File: config.mk
export PLATFORM = sky130hd
export DESIGN_NAME = fnd_scan_decoder_flat
export DESIGN_NICKNAME = d
export VERILOG_FILES = /design/src/rtl/fnd_pkg.sv /design/src/rtl/fnd_scan_decoder_if.sv /design/src/rtl/seg7_to_bcd.sv /design/src/rtl/fnd_scan_decoder.sv /design/src/flat_wrapper.sv
export SDC_FILE = /design/constraint.sdc
export NUM_CORES = 1
export LEC_CHECK = 0
export ABC_AREA = 1
export BUFFER_PORTS_ARGS = -buffer_cell sky130_fd_sc_hd__buf_2
export CAP_MARGIN = 10
export CORE_MARGIN = 2
export CORE_UTILIZATION = 50
export DETAILED_ROUTE_END_ITERATION = 10
export GPL_TIMING_DRIVEN = 0
export HOLD_SLACK_MARGIN = 0.02
export PLACE_DENSITY = 0.71
export SETUP_SLACK_MARGIN = 0.3
export SLEW_MARGIN = 15
export SYNTH_ARGS = -nofsm -noshare
export SYNTH_HDL_FRONTEND = slang
export SYNTH_SLANG_ARGS = --single-unit
File: constraint.sdc
create_clock -name clk -period 2.3 [get_ports clk]
set_input_delay 0.345 -clock clk [delete_from_list [all_inputs] [get_ports clk]]
set_output_delay 0.345 -clock clk [all_outputs]
set_load 0.01 [all_outputs]
File: src/rtl/fnd_pkg.sv
// Shared FND definitions: active-low segment patterns, scan FSM states and the blank digit code.
package fnd_pkg;

    // Segment patterns on data[6:0] (g..a), active-low
    localparam logic [6:0] SEG_0     = 7'h40;
    localparam logic [6:0] SEG_1     = 7'h79;
    localparam logic [6:0] SEG_2     = 7'h24;
    localparam logic [6:0] SEG_3     = 7'h30;
    localparam logic [6:0] SEG_4     = 7'h19;
    localparam logic [6:0] SEG_5     = 7'h12;
    localparam logic [6:0] SEG_6     = 7'h02;
    localparam logic [6:0] SEG_7     = 7'h78;
    localparam logic [6:0] SEG_8     = 7'h00;
    localparam logic [6:0] SEG_9     = 7'h10;
    localparam logic [6:0] SEG_BLANK = 7'h7F;

    localparam logic [3:0] BCD_BLANK = 4'hF;

    typedef enum logic [1:0] {
        IDLE,
        SETTLE,
        HOLD
    } scan_state_t;

    function automatic logic sel_valid(input logic [3:0] digit);
        case (digit)
            4'b1110, 4'b1101, 4'b1011, 4'b0111: sel_valid = 1'b1;
            default:                            sel_valid = 1'b0;
        endcase
    endfunction

    function automatic logic [1:0] sel_index(input logic [3:0] digit);
        case (digit)
            4'b1101: sel_index = 2'd1;
            4'b1011: sel_index = 2'd2;
            4'b0111: sel_index = 2'd3;
            default: sel_index = 2'd0;
        endcase
    endfunction

endpackage

File: src/rtl/fnd_scan_decoder_if.sv
// FND bus as seen by the loopback decoder, plus the rebuilt frame outputs.
interface fnd_scan_decoder_if;
    logic [3:0]  fnd_digit;
    logic [7:0]  fnd_data;
    logic [15:0] o_bcd;
    logic [3:0]  o_dp;
    logic        o_frame_valid;
    logic        o_seg_err;
    logic        o_stale;

    modport master (
        output fnd_digit, fnd_data,
        input  o_bcd, o_dp, o_frame_valid, o_seg_err, o_stale
    );

    modport slave (
        input  fnd_digit, fnd_data,
        output o_bcd, o_dp, o_frame_valid, o_seg_err, o_stale
    );
endinterface

File: src/rtl/seg7_to_bcd.sv
// Active-low 7-segment pattern to digit code; unknown patterns give blank plus err.
// Latency: combinational.
// Backpressure: none.
module seg7_to_bcd
    import fnd_pkg::*;
(
    input  logic [6:0] seg,
    output logic [3:0] bcd,
    output logic       err
);

    always_comb begin
        bcd = BCD_BLANK;
        err = 1'b0;
        case (seg)
            SEG_0:     bcd = 4'd0;
            SEG_1:     bcd = 4'd1;
            SEG_2:     bcd = 4'd2;
            SEG_3:     bcd = 4'd3;
            SEG_4:     bcd = 4'd4;
            SEG_5:     bcd = 4'd5;
            SEG_6:     bcd = 4'd6;
            SEG_7:     bcd = 4'd7;
            SEG_8:     bcd = 4'd8;
            SEG_9:     bcd = 4'd9;
            SEG_BLANK: bcd = BCD_BLANK;
            default:   err = 1'b1;
        endcase
    end

endmodule

File: src/rtl/fnd_scan_decoder.sv
// Rebuilds the four displayed digits from the multiplexed active-low FND bus.
// Latency: capture SETTLE cycles after pins go stable, frame outputs one cycle after the 4th capture.
// Backpressure: none; the display bus cannot be stalled, only observed.
module fnd_scan_decoder
    import fnd_pkg::*;
#(
    parameter int SETTLE  = 16,
    parameter int TIMEOUT = 200_000
) (
    input  logic             clk,
    input  logic             reset,
    fnd_scan_decoder_if.slave bus
);

    localparam int CW = (SETTLE > 1) ? $clog2(SETTLE) : 1;
    localparam int TW = $clog2(TIMEOUT + 1);

    logic [3:0]  r_digit, p_digit;
    logic [7:0]  r_data, p_data;

    scan_state_t state, state_nxt;
    logic [CW-1:0] cnt, cnt_nxt;
    logic [TW-1:0] stale_cnt;

    logic        capture;
    logic        changed;
    logic        sel_ok;
    logic [1:0]  sel_k;
    logic [3:0]  dec_bcd;
    logic        dec_err;

    logic [15:0] slot_bcd, frame_bcd, o_bcd_q;
    logic [3:0]  slot_dp, frame_dp, o_dp_q;
    logic [3:0]  slot_err, frame_err;
    logic [3:0]  mask, mask_nxt;
    logic        frame_done;
    logic        frame_valid_q, seg_err_q;

    // p_* is one cycle behind r_*, so any difference means the bus moved
    always_ff @(posedge clk or negedge reset) begin
        if (!reset) begin
            r_digit <= 4'hF;
            r_data  <= 8'hFF;
            p_digit <= 4'hF;
            p_data  <= 8'hFF;
        end else begin
            r_digit <= bus.fnd_digit;
            r_data  <= bus.fnd_data;
            p_digit <= r_digit;
            p_data  <= r_data;
        end
    end

    assign changed = (r_digit != p_digit) || (r_data != p_data);
    assign sel_ok  = sel_valid(r_digit);
    assign sel_k   = sel_index(r_digit);

    seg7_to_bcd u_seg7_to_bcd (
        .seg (r_data[6:0]),
        .bcd (dec_bcd),
        .err (dec_err)
    );

    always_ff @(posedge clk or negedge reset) begin
        if (!reset) begin
            state <= fnd_pkg::IDLE;
            cnt   <= '0;
        end else begin
            state <= state_nxt;
            cnt   <= cnt_nxt;
        end
    end

    // The cycle that sees a change already counts as stable cycle 0, hence the restart value of 1
    always_comb begin
        state_nxt = state;
        cnt_nxt   = cnt;
        capture   = 1'b0;
        if (!sel_ok) begin
            state_nxt = fnd_pkg::IDLE;
            cnt_nxt   = '0;
        end else if (changed) begin
            state_nxt = fnd_pkg::SETTLE;
            cnt_nxt   = CW'(1);
        end else begin
            case (state)
                fnd_pkg::SETTLE: begin
                    if (cnt >= CW'(SETTLE - 1)) begin
                        capture   = 1'b1;
                        state_nxt = fnd_pkg::HOLD;
                    end else begin
                        cnt_nxt = cnt + CW'(1);
                    end
                end
                fnd_pkg::HOLD: state_nxt = fnd_pkg::HOLD;
                default: begin
                    state_nxt = fnd_pkg::SETTLE;
                    cnt_nxt   = CW'(1);
                end
            endcase
        end
    end

    always_comb begin
        frame_bcd = slot_bcd;
        frame_dp  = slot_dp;
        frame_err = slot_err;
        mask_nxt  = mask;
        if (capture) begin
            frame_bcd[{sel_k, 2'b00} +: 4] = dec_bcd;
            frame_dp[sel_k]                = ~r_data[7];
            frame_err[sel_k]               = dec_err;
            mask_nxt[sel_k]                = 1'b1;
        end
    end

    assign frame_done = capture && (mask_nxt == 4'hF);

    always_ff @(posedge clk or negedge reset) begin
        if (!reset) begin
            slot_bcd      <= 16'hFFFF;
            slot_dp       <= '0;
            slot_err      <= '0;
            mask          <= '0;
            o_bcd_q       <= 16'hFFFF;
            o_dp_q        <= '0;
            seg_err_q     <= 1'b0;
            frame_valid_q <= 1'b0;
        end else begin
            frame_valid_q <= frame_done;
            if (capture) begin
                slot_bcd <= frame_bcd;
                slot_dp  <= frame_dp;
                mask     <= frame_done ? 4'h0 : mask_nxt;
                slot_err <= frame_done ? 4'h0 : frame_err;
            end
            if (frame_done) begin
                o_bcd_q   <= frame_bcd;
                o_dp_q    <= frame_dp;
                seg_err_q <= |frame_err;
            end
        end
    end

    always_ff @(posedge clk or negedge reset) begin
        if (!reset) begin
            stale_cnt <= '0;
        end else if (capture) begin
            stale_cnt <= '0;
        end else if (stale_cnt != TW'(TIMEOUT)) begin
            stale_cnt <= stale_cnt + TW'(1);
        end
    end

    assign bus.o_bcd         = o_bcd_q;
    assign bus.o_dp          = o_dp_q;
    assign bus.o_frame_valid = frame_valid_q;
    assign bus.o_seg_err     = seg_err_q;
    assign bus.o_stale       = (stale_cnt == TW'(TIMEOUT));

endmodule

File: src/flat_wrapper.sv
// flat-port wrapper written by rule: the top's interface ports become plain ports
module fnd_scan_decoder_flat import fnd_pkg::*;
#(
    parameter int SETTLE  = 16,
    parameter int TIMEOUT = 200_000
)
  (clk, reset, bus_fnd_digit, bus_fnd_data, bus_o_bcd, bus_o_dp, bus_o_frame_valid, bus_o_seg_err, bus_o_stale);
  fnd_scan_decoder_if bus_i ();
  input  logic clk;
  input  logic reset;
  input wire logic [$bits(bus_i.fnd_digit)-1:0] bus_fnd_digit;
  input wire logic [$bits(bus_i.fnd_data)-1:0] bus_fnd_data;
  output wire logic [$bits(bus_i.o_bcd)-1:0] bus_o_bcd;
  output wire logic [$bits(bus_i.o_dp)-1:0] bus_o_dp;
  output wire logic [$bits(bus_i.o_frame_valid)-1:0] bus_o_frame_valid;
  output wire logic [$bits(bus_i.o_seg_err)-1:0] bus_o_seg_err;
  output wire logic [$bits(bus_i.o_stale)-1:0] bus_o_stale;
  assign bus_i.fnd_digit = bus_fnd_digit;
  assign bus_i.fnd_data = bus_fnd_data;
  assign bus_o_bcd = bus_i.o_bcd;
  assign bus_o_dp = bus_i.o_dp;
  assign bus_o_frame_valid = bus_i.o_frame_valid;
  assign bus_o_seg_err = bus_i.o_seg_err;
  assign bus_o_stale = bus_i.o_stale;
  fnd_scan_decoder #(.SETTLE(SETTLE), .TIMEOUT(TIMEOUT)) u_core (.clk(clk), .reset(reset), .bus(bus_i));
endmodule
; ---- After elaboration in Yosys (flattened, before gate mapping)
; Cells that the tools add are included.
[op_classes]
n_addsub = 3
order_cmp = 3
n_eq_ne = 24
shift = 2
muxes = 29
n_bitwise = 2
reduce_logical = 9
[ops]
columns = op, count
row1 = $pmux W4 S10, 1
row2 = $mux W18, 2
row3 = $mux W4, 8
row4 = $eq A7 B7 Y1 const B, 4
row5 = $eq A7 B5 Y1 const B, 3
row6 = $add A18 B1 Y18 const B, 1
row7 = $eq A18 B18 Y1 const B, 1
row8 = $ne A18 B18 Y1 const B, 1
row9 = $bwmux W16, 1
row10 = $eq A4 B4 Y1 const B, 4
row11 = $mux W16, 1
row12 = $shift A4 B6 Y16 const A, 1
row13 = $shiftx A4 B6 Y16, 1
row14 = $eq A7 B6 Y1 const B, 2
row15 = $reduce_or A11 Y1, 1
row16 = $bwmux W4, 2
row17 = $ne A4 B3 Y1 const B, 2
row18 = $ne A8 B8 Y1, 1
row19 = $pmux W4 S2, 1
row20 = $reduce_or A4 Y1, 2
row21 = $eq A7 B2 Y1 const B, 1
row22 = $logic_not A7 Y1, 1
row23 = $mux W1, 7
row24 = $mux W2, 3
row25 = other kinds (19), 20
[word_totals]
regBits = 98
input_bits = 14
output_inout_bits = 23
word_cells = 87

; ---- Logic depth before layout (Yosys ltp)
; Gate-level depths: netlist (run 1).
[depth]
depth_word = 11
mapped_depth = 17

; ---- By module
; From an unflattened synthesis (run 1), not the netlist that was laid out.
[unflattened]
cells_unflattened = 586
hier_area_um2 = 4914.7
[by_module_without_submodules]
columns = module, instances, cells_per_inst, area_per_inst_um2, seq_area_each_um2
row1 = fnd_scan_decoder, 1, 522, 4608.2, 2522.4
row2 = seg7_to_bcd, 1, 64, 306.5, 0.0

; ---- Worst setup path before layout (run 1)
; OpenSTA, ideal clock, no wires.
[synth_path]
path_kind = register to register
start = reg u_core.r_digit[3]
end = reg u_core.o_dp_q[0] (netlist: u_core.bus.o_dp[0])
arrival_ns = 2.235
t_required_ns = 2.183
setup_slack_ns = -0.052
path_stages_with_launch = 15
period_less_slack_ns = 2.352
path_cell_list = dfstp_2 -> inv_1 -> a31oi_1 -> inv_1 -> ha_1 -> nor2_1 -> nand4_1 -> nand2_1 -> nor2_2 -> nand2_1 -> nor2_2 -> buf_6 -> buf_6 -> nand2_1 -> nand2_1
[synth_between]
elab_chain_len = 10
elab_cells_between_ends = 22
classes_between = 2 x order compare / 6 x eq/ne / 9 x mux / 1 x bitwise / 4 x reduce/logical
[synth_rtl]
columns = element, line
row1 = "start, declared", fnd_scan_decoder.sv:18  ; logic [3:0] r_digit, p_digit;
row2 = "start signal, assigned", fnd_scan_decoder.sv:47  ; r_digit <= bus.fnd_digit;
row3 = $eq A4 B3 Y1 or $eq A4 B4 Y1 (tied branches), "fnd_pkg.sv:26, fnd_pkg.sv:33"
row4 = $pmux W2 S3, fnd_pkg.sv:33  ; case (digit)
row5 = $lt A2 B3 Y1 (not written as such) or $ge A2 B1 Y1 (tied branches), "fnd_scan_decoder.sv:111, fnd_scan_decoder.sv:113"
row6 = $logic_and A1 B1 Y1 (not written as such), "fnd_scan_decoder.sv:111, fnd_scan_decoder.sv:113"
row7 = $mux W1 (not written as such), "fnd_scan_decoder.sv:111, fnd_scan_decoder.sv:113"
row8 = $demux W1 S2, n/a
row9 = $or A4 B4 Y4 (no source line), n/a
row10 = $mux W4, fnd_scan_decoder.sv:109  ; if (capture) begin
row11 = $eq A4 B4 Y1, fnd_scan_decoder.sv:117  ; assign frame_done = capture && (mask_nxt == 4'hF);
row12 = $logic_and A1 B1 Y1, fnd_scan_decoder.sv:117
row13 = "end signal, assigned", fnd_scan_decoder.sv:139  ; o_dp_q <= frame_dp;
row14 = "end, declared", fnd_scan_decoder.sv:33  ; logic [3:0] slot_dp, frame_dp, o_dp_q;
; Parallel ways exist; a longest one is shown, timed or not.
; A chain may end at the register's enable or synchronous reset.

; ---- Final worst setup path (run 1)
[layout_path]
start = reg u_core.r_digit[1]
end = reg u_core.o_bcd_q[13] (netlist: u_core.bus.o_bcd[13])
[layout_between]
elab_chain_len = 10
elab_cells_between_ends = 25
classes_between = 1 x add/sub / 2 x order compare / 6 x eq/ne / 2 x shift / 9 x mux / 1 x bitwise / 4 x reduce/logical
[layout_rtl]
columns = element, line
row1 = $eq A4 B3 Y1 or $eq A4 B4 Y1 (tied branches), "fnd_pkg.sv:26, fnd_pkg.sv:33"
row2 = $pmux W2 S3, fnd_pkg.sv:33
row3 = $lt A2 B3 Y1 (not written as such) or $ge A2 B1 Y1 (tied branches), fnd_scan_decoder.sv:113  ; mask_nxt[sel_k] = 1'b1;
row4 = $logic_and A1 B1 Y1 (not written as such), fnd_scan_decoder.sv:113
row5 = $mux W1 (not written as such), fnd_scan_decoder.sv:113
row6 = $demux W1 S2, n/a
row7 = $or A4 B4 Y4 (no source line), n/a
row8 = $mux W4, fnd_scan_decoder.sv:109
row9 = $eq A4 B4 Y1, fnd_scan_decoder.sv:117
row10 = $logic_and A1 B1 Y1, fnd_scan_decoder.sv:117
row11 = "end signal, assigned", fnd_scan_decoder.sv:138  ; o_bcd_q <= frame_bcd;
row12 = "end, declared", fnd_scan_decoder.sv:32  ; logic [15:0] slot_bcd, frame_bcd, o_bcd_q;
; Parallel ways exist; a longest one is shown, timed or not.

==> flow_metrics.env, run 1 <==
export IMPL_cp_required_ns=2.62
export IMPL_yosys_area_top_type="dfstp_2"
export IMPL_syn_nets=656
export IMPL_hold_viol_final=0
export IMPL_rsz0062_at_grt="yes"
export IMPL_final_common_cell="nand2_1"
export IMPL_multi_input_area_um2=2300
export IMPL_netlist_area_um2=4930
export IMPL_die_h_um=103
export IMPL_avgSynthCellArea_um2=7.80
export IMPL_ys_flop_type="dfstp_2"
export IMPL_final_cell_mix="nand2_1, inv_1, dfstp_2"
export IMPL_timing_fmax_mhz=437
export IMPL_dr_pass1_iters=5
export IMPL_ios=37
export IMPL_cts_clk_slew_worst_paths_ns=0.10
export IMPL_regArea_um2=2520
export IMPL_area_growth_pct=23.7
export IMPL_grt_max_degree=59
export IMPL_fin_nets=740
export IMPL_crit_fanout=7
export IMPL_gp_congestion=0.903
export IMPL_ctsHtreeMaxLevel=3
export IMPL_fin_cells=854
export IMPL_wl_per_cell_um=12.3
export IMPL_final_max_slew_violation_count=0
export IMPL_drtIter0Drc=175
export IMPL_cts_buffer_depth=2
export IMPL_cts_buffers=9
export IMPL_wirelength_um=10500
export IMPL_fin_crit_ns=2.29
export IMPL_cp_start_kind="flip-flop"
export IMPL_min_period_over_period=0.996
export IMPL_arrival_ns=2.61
export IMPL_utilization=0.630
export IMPL_num_fill_cells=809
export IMPL_synth_seq_cells=98
export IMPL_routed_via_density=4.89
export IMPL_ys_top_cells_by_area="dfstp_2, dfrtp_1, nand2_1, inv_1, nor2_1"
export IMPL_via_count=4176
export IMPL_fp_row_count=36
export IMPL_dp_cells=802
export IMPL_setup_violations=0
export IMPL_drive_above_1_share=0.320
export IMPL_criticalPathCategory="flip-flop to flip-flop"
export IMPL_grt_pass1_vias=4140
export IMPL_powerDensity_nw_per_um2=497
export IMPL_ir_drop_v=0.000366
export IMPL_synthDominantCellAreaShare=0.298
export IMPL_grt_pass1_wl_um=17700
export IMPL_hp_class="input pin to flip-flop"
export IMPL_antenna_found_initial=0
export IMPL_start_util=0.509
export IMPL_root_buffer="clkbuf_8"
export IMPL_post_dp_hpwl_um=7130
export IMPL_synth_edff_count=0
export IMPL_dieWidth_um=103
export IMPL_clock_sink_count=98
export IMPL_core_area_um2=9680
export IMPL_slew_limit_headroom=0.667
export IMPL_synthDistinctLibCells=32
export IMPL_cts_tree="done"
export IMPL_port_buffers=36
export IMPL_diodes=0
export IMPL_p_leak_nw=3.17
export IMPL_track_usage=0.210
export IMPL_ys_seq_area_frac=0.512
export IMPL_grt_overflow=0
export IMPL_drc=0
export IMPL_die_area_um2=10700
export IMPL_status="complete, no violations"
export IMPL_tightest_slew_ns=0.500
export IMPL_insertion_delay_ns=0.37
export IMPL_synth_warnings=0
export IMPL_end_kind="flip-flop"
export IMPL_cap_violations=0
export IMPL_syn_inst=632
export IMPL_async_reset_ff_frac=1.00
export IMPL_ant_nets=0
export IMPL_final_setup_skew_ns=0.0136
-- cells in the mapped netlist, types with 2 or more instances --
library cell  number
o21ai_0           12
dfstp_2           56
nand3_1           30
buf_2              6
ha_1              10
buf_6              3
nor3_1             7
xor2_1             4
o31ai_1            3
inv_2              4
nor4_1             4
nand3_2            2
nand4_1           14
o21ai_1           11
nor2_2             4
o211ai_1           4
dfrtp_1           42
a21oi_1            5
nor2_1            58
nor2_4             2
nand2_1          246
xnor2_1            5
or2_2              2
inv_1             90
-- metal layers --
metal	up-vias	routed length, um	global-route usage	part of all wire
met3	19	354	0.0403	0.034
met4	0	208	0.0901	0.020
met5	-	0	0	0
li1	2118	-	-	-
met1	1966	4590	0.258	0.44
met2	73	5310	0.364	0.51
-- path summary, 6_finish.rpt --
check | start | endpoint | slack [ns] | cells past startpoint
worst max-delay path | u_core.r_digit[1] | u_core.bus.o_bcd[13] | 0.01 | 15
worst min-delay path | bus_fnd_data[7] | u_core.r_data[7] | 0.07 | 1
worst max register to register | u_core.r_digit[1] | u_core.bus.o_bcd[13] | 0.01 | 15
worst min register to register | u_core.r_data[2] | u_core.p_data[2] | 0.37 | 0
max in group asynchronous | reset | u_core.slot_bcd[4] | 1.09 | 3
min in group asynchronous | reset | u_core.mask[0] | 0.50 | 2
-- worst max-delay path, cell delays in order, from the launching register on --
cell and delay, ns:
dfstp_2 0.58, buf_6 0.12, inv_4 0.03, a21oi_1 0.15, nand2_1 0.12, nand2_4 0.12, nand4_4 0.18, nand2_2 0.13
nand2_2 0.08, nor2_4 0.12, nand2_2 0.08, nor2_4 0.14, buf_6 0.14, buf_6 0.12, nand2_1 0.06, nand2_1 0.07
-- repair_timing --
item	4_1_cts	5_1_grt
hold buffers	1	0
cloned	1	1
gates resized for setup	56	29
setup buffers	23	10
pin swaps	23	21
endpoints found under the setup margin	68	70
endpoints found under the hold margin	3	0
-- cell type report --
| cell class | instances | share of cell area |
|---|---|---|
| tap | 133 | 0.0273 |
| clock inverter | 5 | 0.00697 |
| clock buffer | 11 | 0.0215 |
| multi-input combinational | 430 | 0.377 |
| timing repair buffer | 73 | 0.0810 |
| inverter | 95 | 0.0597 |
| buffer | 9 | 0.0127 |
| sequential | 98 | 0.414 |
-- where the power goes --
part	leakage [nW]	internal, W	switching, W	total, W
Sequential	1.15	0.00177	0.0000241	0.00179
Combinational	1.93	0.0000805	0.000148	0.000228
Clock	0.0837	0.000402	0.000608	0.00101
-- cell families (layout without fill, tap and decap cells) --
group	count (synthesis)	in the layout	share of synthesized area
AO/OA/AOI/OAI	38	38	0.0444
XOR/XNOR	9	9	0.0160
adder cells (fa/ha/maj)	10	10	0.0254
buffers and inverters	104	193	0.0853
flip-flops	98	98	0.512
AND/OR/NAND/NOR	373	373	0.317
-- sequential cells by signal (all words and copies together), names as in the netlist --
name and cells:
u_core.bus.o_bcd 16, u_core.bus.o_dp 4, u_core.bus.o_frame_valid 1, u_core.bus.o_seg_err 1, u_core.cnt 4, u_core.mask 4, u_core.p_data 8, u_core.p_digit 4
u_core.r_data 8, u_core.r_digit 4, u_core.slot_bcd 16, u_core.slot_dp 4, u_core.slot_err 4, u_core.stale_cnt 18, u_core.state 2
-- through the flow --
step,area [um2],hold WS [ns],setup slack [ns],total power (W),TNS (ns)
after CTS,5920,0.0498,0.0285,0.00304,0
final,6100,0.0692,0.0101,0.00303,0
after global placement,5340,0.361,-0.189,0.00200,-4.15
after floorplan,5000,0.0494,0.201,0.00193,0
after detailed placement,5370,0.354,-0.250,0.00201,-4.93
after global routing,6100,0.0512,-0.0883,0.00316,-1.87
Power figures use the tool's default switching activity.
==> run 2, diff against run 1 <==
--- a/config.mk
+++ b/config.mk
@@ -8,7 +8,7 @@
 export ABC_AREA = 1
 export BUFFER_PORTS_ARGS = -buffer_cell sky130_fd_sc_hd__buf_2
 export CAP_MARGIN = 10
-export CORE_MARGIN = 2
+export CORE_MARGIN = 3
 export CORE_UTILIZATION = 50
 export DETAILED_ROUTE_END_ITERATION = 10
 export GPL_TIMING_DRIVEN = 0
@@ -19,3 +19,4 @@
 export SYNTH_ARGS = -nofsm -noshare
 export SYNTH_HDL_FRONTEND = slang
 export SYNTH_SLANG_ARGS = --single-unit
+export TNS_END_PERCENT = 1
==> run 2 against run 1 <==
Effect of this change: setup slack got worse by 0.0022 ns; sequential power barely moved; hold slack got worse by 0.024 ns; core utilization rose by 0.56 points; register-to-register slack barely moved; design area fell by 1.9%; sequential share of layout area rose by 0.80 points; wire length rose by 1.2%; critical path type unchanged; largest cell class unchanged; highest routed layer unchanged.
==> flow_metrics.env, run 2 (synthesis results as in run 1) <==
export IMPL_max_stage_delay_ns=0.55
export IMPL_grt_pass1_wl_um=18000
export IMPL_rsz0062_at_grt="yes"
export IMPL_criticalPathCategory="flip-flop to flip-flop"
export IMPL_worstPathCellList="clkbuf_4 -> xnor2_2 -> nand2_1 -> nor2_4 -> nand4_4 -> nand2_2 -> nand2_2 -> nor2_4 -> nand2_2 -> nor2_4 -> buf_6 -> buf_6 -> nand2_1 -> nand2_1"
export IMPL_dieWidth_um=105
export IMPL_min_period_over_period=0.997
export IMPL_track_usage=0.198
export IMPL_ctsHtreeMaxLevel=3
export IMPL_start_util=0.524
export IMPL_timing_fmax_mhz=436
export IMPL_regMostFlops="u_core.stale_cnt"
export IMPL_min_path_cells=1
export IMPL_cts_buffers=9
export IMPL_timing_final_ws_setup_ns=0.00788
export IMPL_startpoint="u_core.r_data[2]"
export IMPL_pre_cts_ws_ns=-0.162
export IMPL_wirelength_um=10600
export IMPL_cp_required_ns=2.64
export IMPL_crit_buf_inv=3
export IMPL_utilization=0.635
export IMPL_fp_row_count=35
export IMPL_area_growth_pct=21.4
export IMPL_place_area_um2=5370
export IMPL_post_dp_hpwl_um=7170
export IMPL_root_buffer="clkbuf_8"
export IMPL_final_common_cell="nand2_1"
export IMPL_r2r_slack_ns=0.008
export IMPL_wl_per_cell_um=12.6
export IMPL_ios=37
export IMPL_min_delay_start="bus_fnd_data[2]"
export IMPL_crit_fanout=7
export IMPL_core_area_um2=9420
export IMPL_antenna_found_initial=0
export IMPL_slew_limit_headroom=0.618
export IMPL_power_w=0.00323
export IMPL_crit_cells=14
export IMPL_setup_violations=0
export IMPL_arrival_ns=2.63
export IMPL_end_kind="flip-flop"
export IMPL_fin_cells=840
export IMPL_grt_pass1_vias=4088
export IMPL_die_h_um=105
export IMPL_fin_nets=730
export IMPL_timing_rr_end="u_core.bus.o_bcd[9]"
export IMPL_cpMaxStageDelayCell="dfstp_2"
export IMPL_final_area_um2=5980
export IMPL_hold_viol_final=0
export IMPL_drtIter0Drc=228
export IMPL_cts_tree="done"
export IMPL_cap_violations=0
export IMPL_final_cell_mix="nand2_1, inv_1, dfstp_2"
export IMPL_die_area_um2=11100
export IMPL_port_buffers=36
export IMPL_drc=0
export IMPL_fin_crit_ns=2.29
export IMPL_cts_clk_slew_worst_paths_ns=0.10
export IMPL_largest_reg_flops=18
export IMPL_ant_nets=0
export IMPL_routed_via_density=4.94
export IMPL_cts_buffer_depth=2
export IMPL_tightest_slew_ns=0.573
export IMPL_via_count=4152
export IMPL_dp_cells=798
export IMPL_p_leak_nw=3.09
export IMPL_status="complete, no violations"
export IMPL_path_delay_family="simple AND/OR/NAND/NOR gates"
export IMPL_final_max_slew_violation_count=0
export IMPL_hp_class="input pin to flip-flop"
export IMPL_grt_max_degree=55
export IMPL_diodes=0
export IMPL_rr_startpoint="u_core.r_data[2]"
export IMPL_final_setup_skew_ns=0.0172
export IMPL_ir_drop_v=0.000411
export IMPL_powerDensity_nw_per_um2=540
export IMPL_gp_congestion=0.833
export IMPL_clock_sink_count=98
export IMPL_dr_pass1_iters=5
export IMPL_cp_start_kind="flip-flop"
export IMPL_insertion_delay_ns=0.39
export IMPL_worstHoldEndpoint="u_core.r_data[2]"
export IMPL_grt_overflow=0
export IMPL_worst_r2r_path_depth=14
export IMPL_drive_above_1_share=0.293
run 2: cell type report:
class / instances / area [um2]
fill: 776 / 3430
sequential: 98 / 2520
multi-input combinational: 430 / 2210
timing repair buffer: 63 / 425
inverter: 95 / 364
tap: 129 / 161
clock buffer: 9 / 124
clock inverter: 7 / 92.6
buffer: 9 / 86.3
run 2: worst max path at each step:
stage,endpoint
final,u_core.bus.o_bcd[9]
after global routing,u_core.bus.o_bcd[11]
after CTS,u_core.bus.o_dp[0]
after detailed placement,u_core.bus.o_dp[0]
after global placement,u_core.bus.o_dp[1]
after floorplan,u_core.bus.o_dp[0]
run 2: metal layers:
metal  wire (um)  GRT usage  up-vias  share of wire
met3         292     0.0429       19          0.028
li1            -          -     2099              -
met5           0          0        -              0
met4         184     0.0703        0          0.017
met1        4760      0.243     1970           0.45
met2        5360      0.343       64           0.51
run 2: metrics by stage:
stage | setup TNS [ns] | hold slack, ns
after floorplan | 0 | 0.0494
after global placement | -5.09 | 0.357
after detailed placement | -4.11 | 0.360
after CTS | 0 | 0.0349
after global routing | -2.48 | 0.0291
final | 0 | 0.0456
run 2: where the power goes:
| group | switching [W] | leakage (nW) | internal [W] |
|---|---|---|---|
| Combinational | 0.000149 | 1.83 | 0.0000810 |
| Sequential | 0.0000239 | 1.15 | 0.00177 |
| Clock | 0.000671 | 0.111 | 0.000535 |
run 2: repair_timing:
item,4_1_cts,5_1_grt
pin swaps,16,15
setup endpoints to repair,68,70
buffers inserted,15,8
resized for setup,31,32
hold buffers,1,0
gates cloned,2,0
hold endpoints to repair,7,0
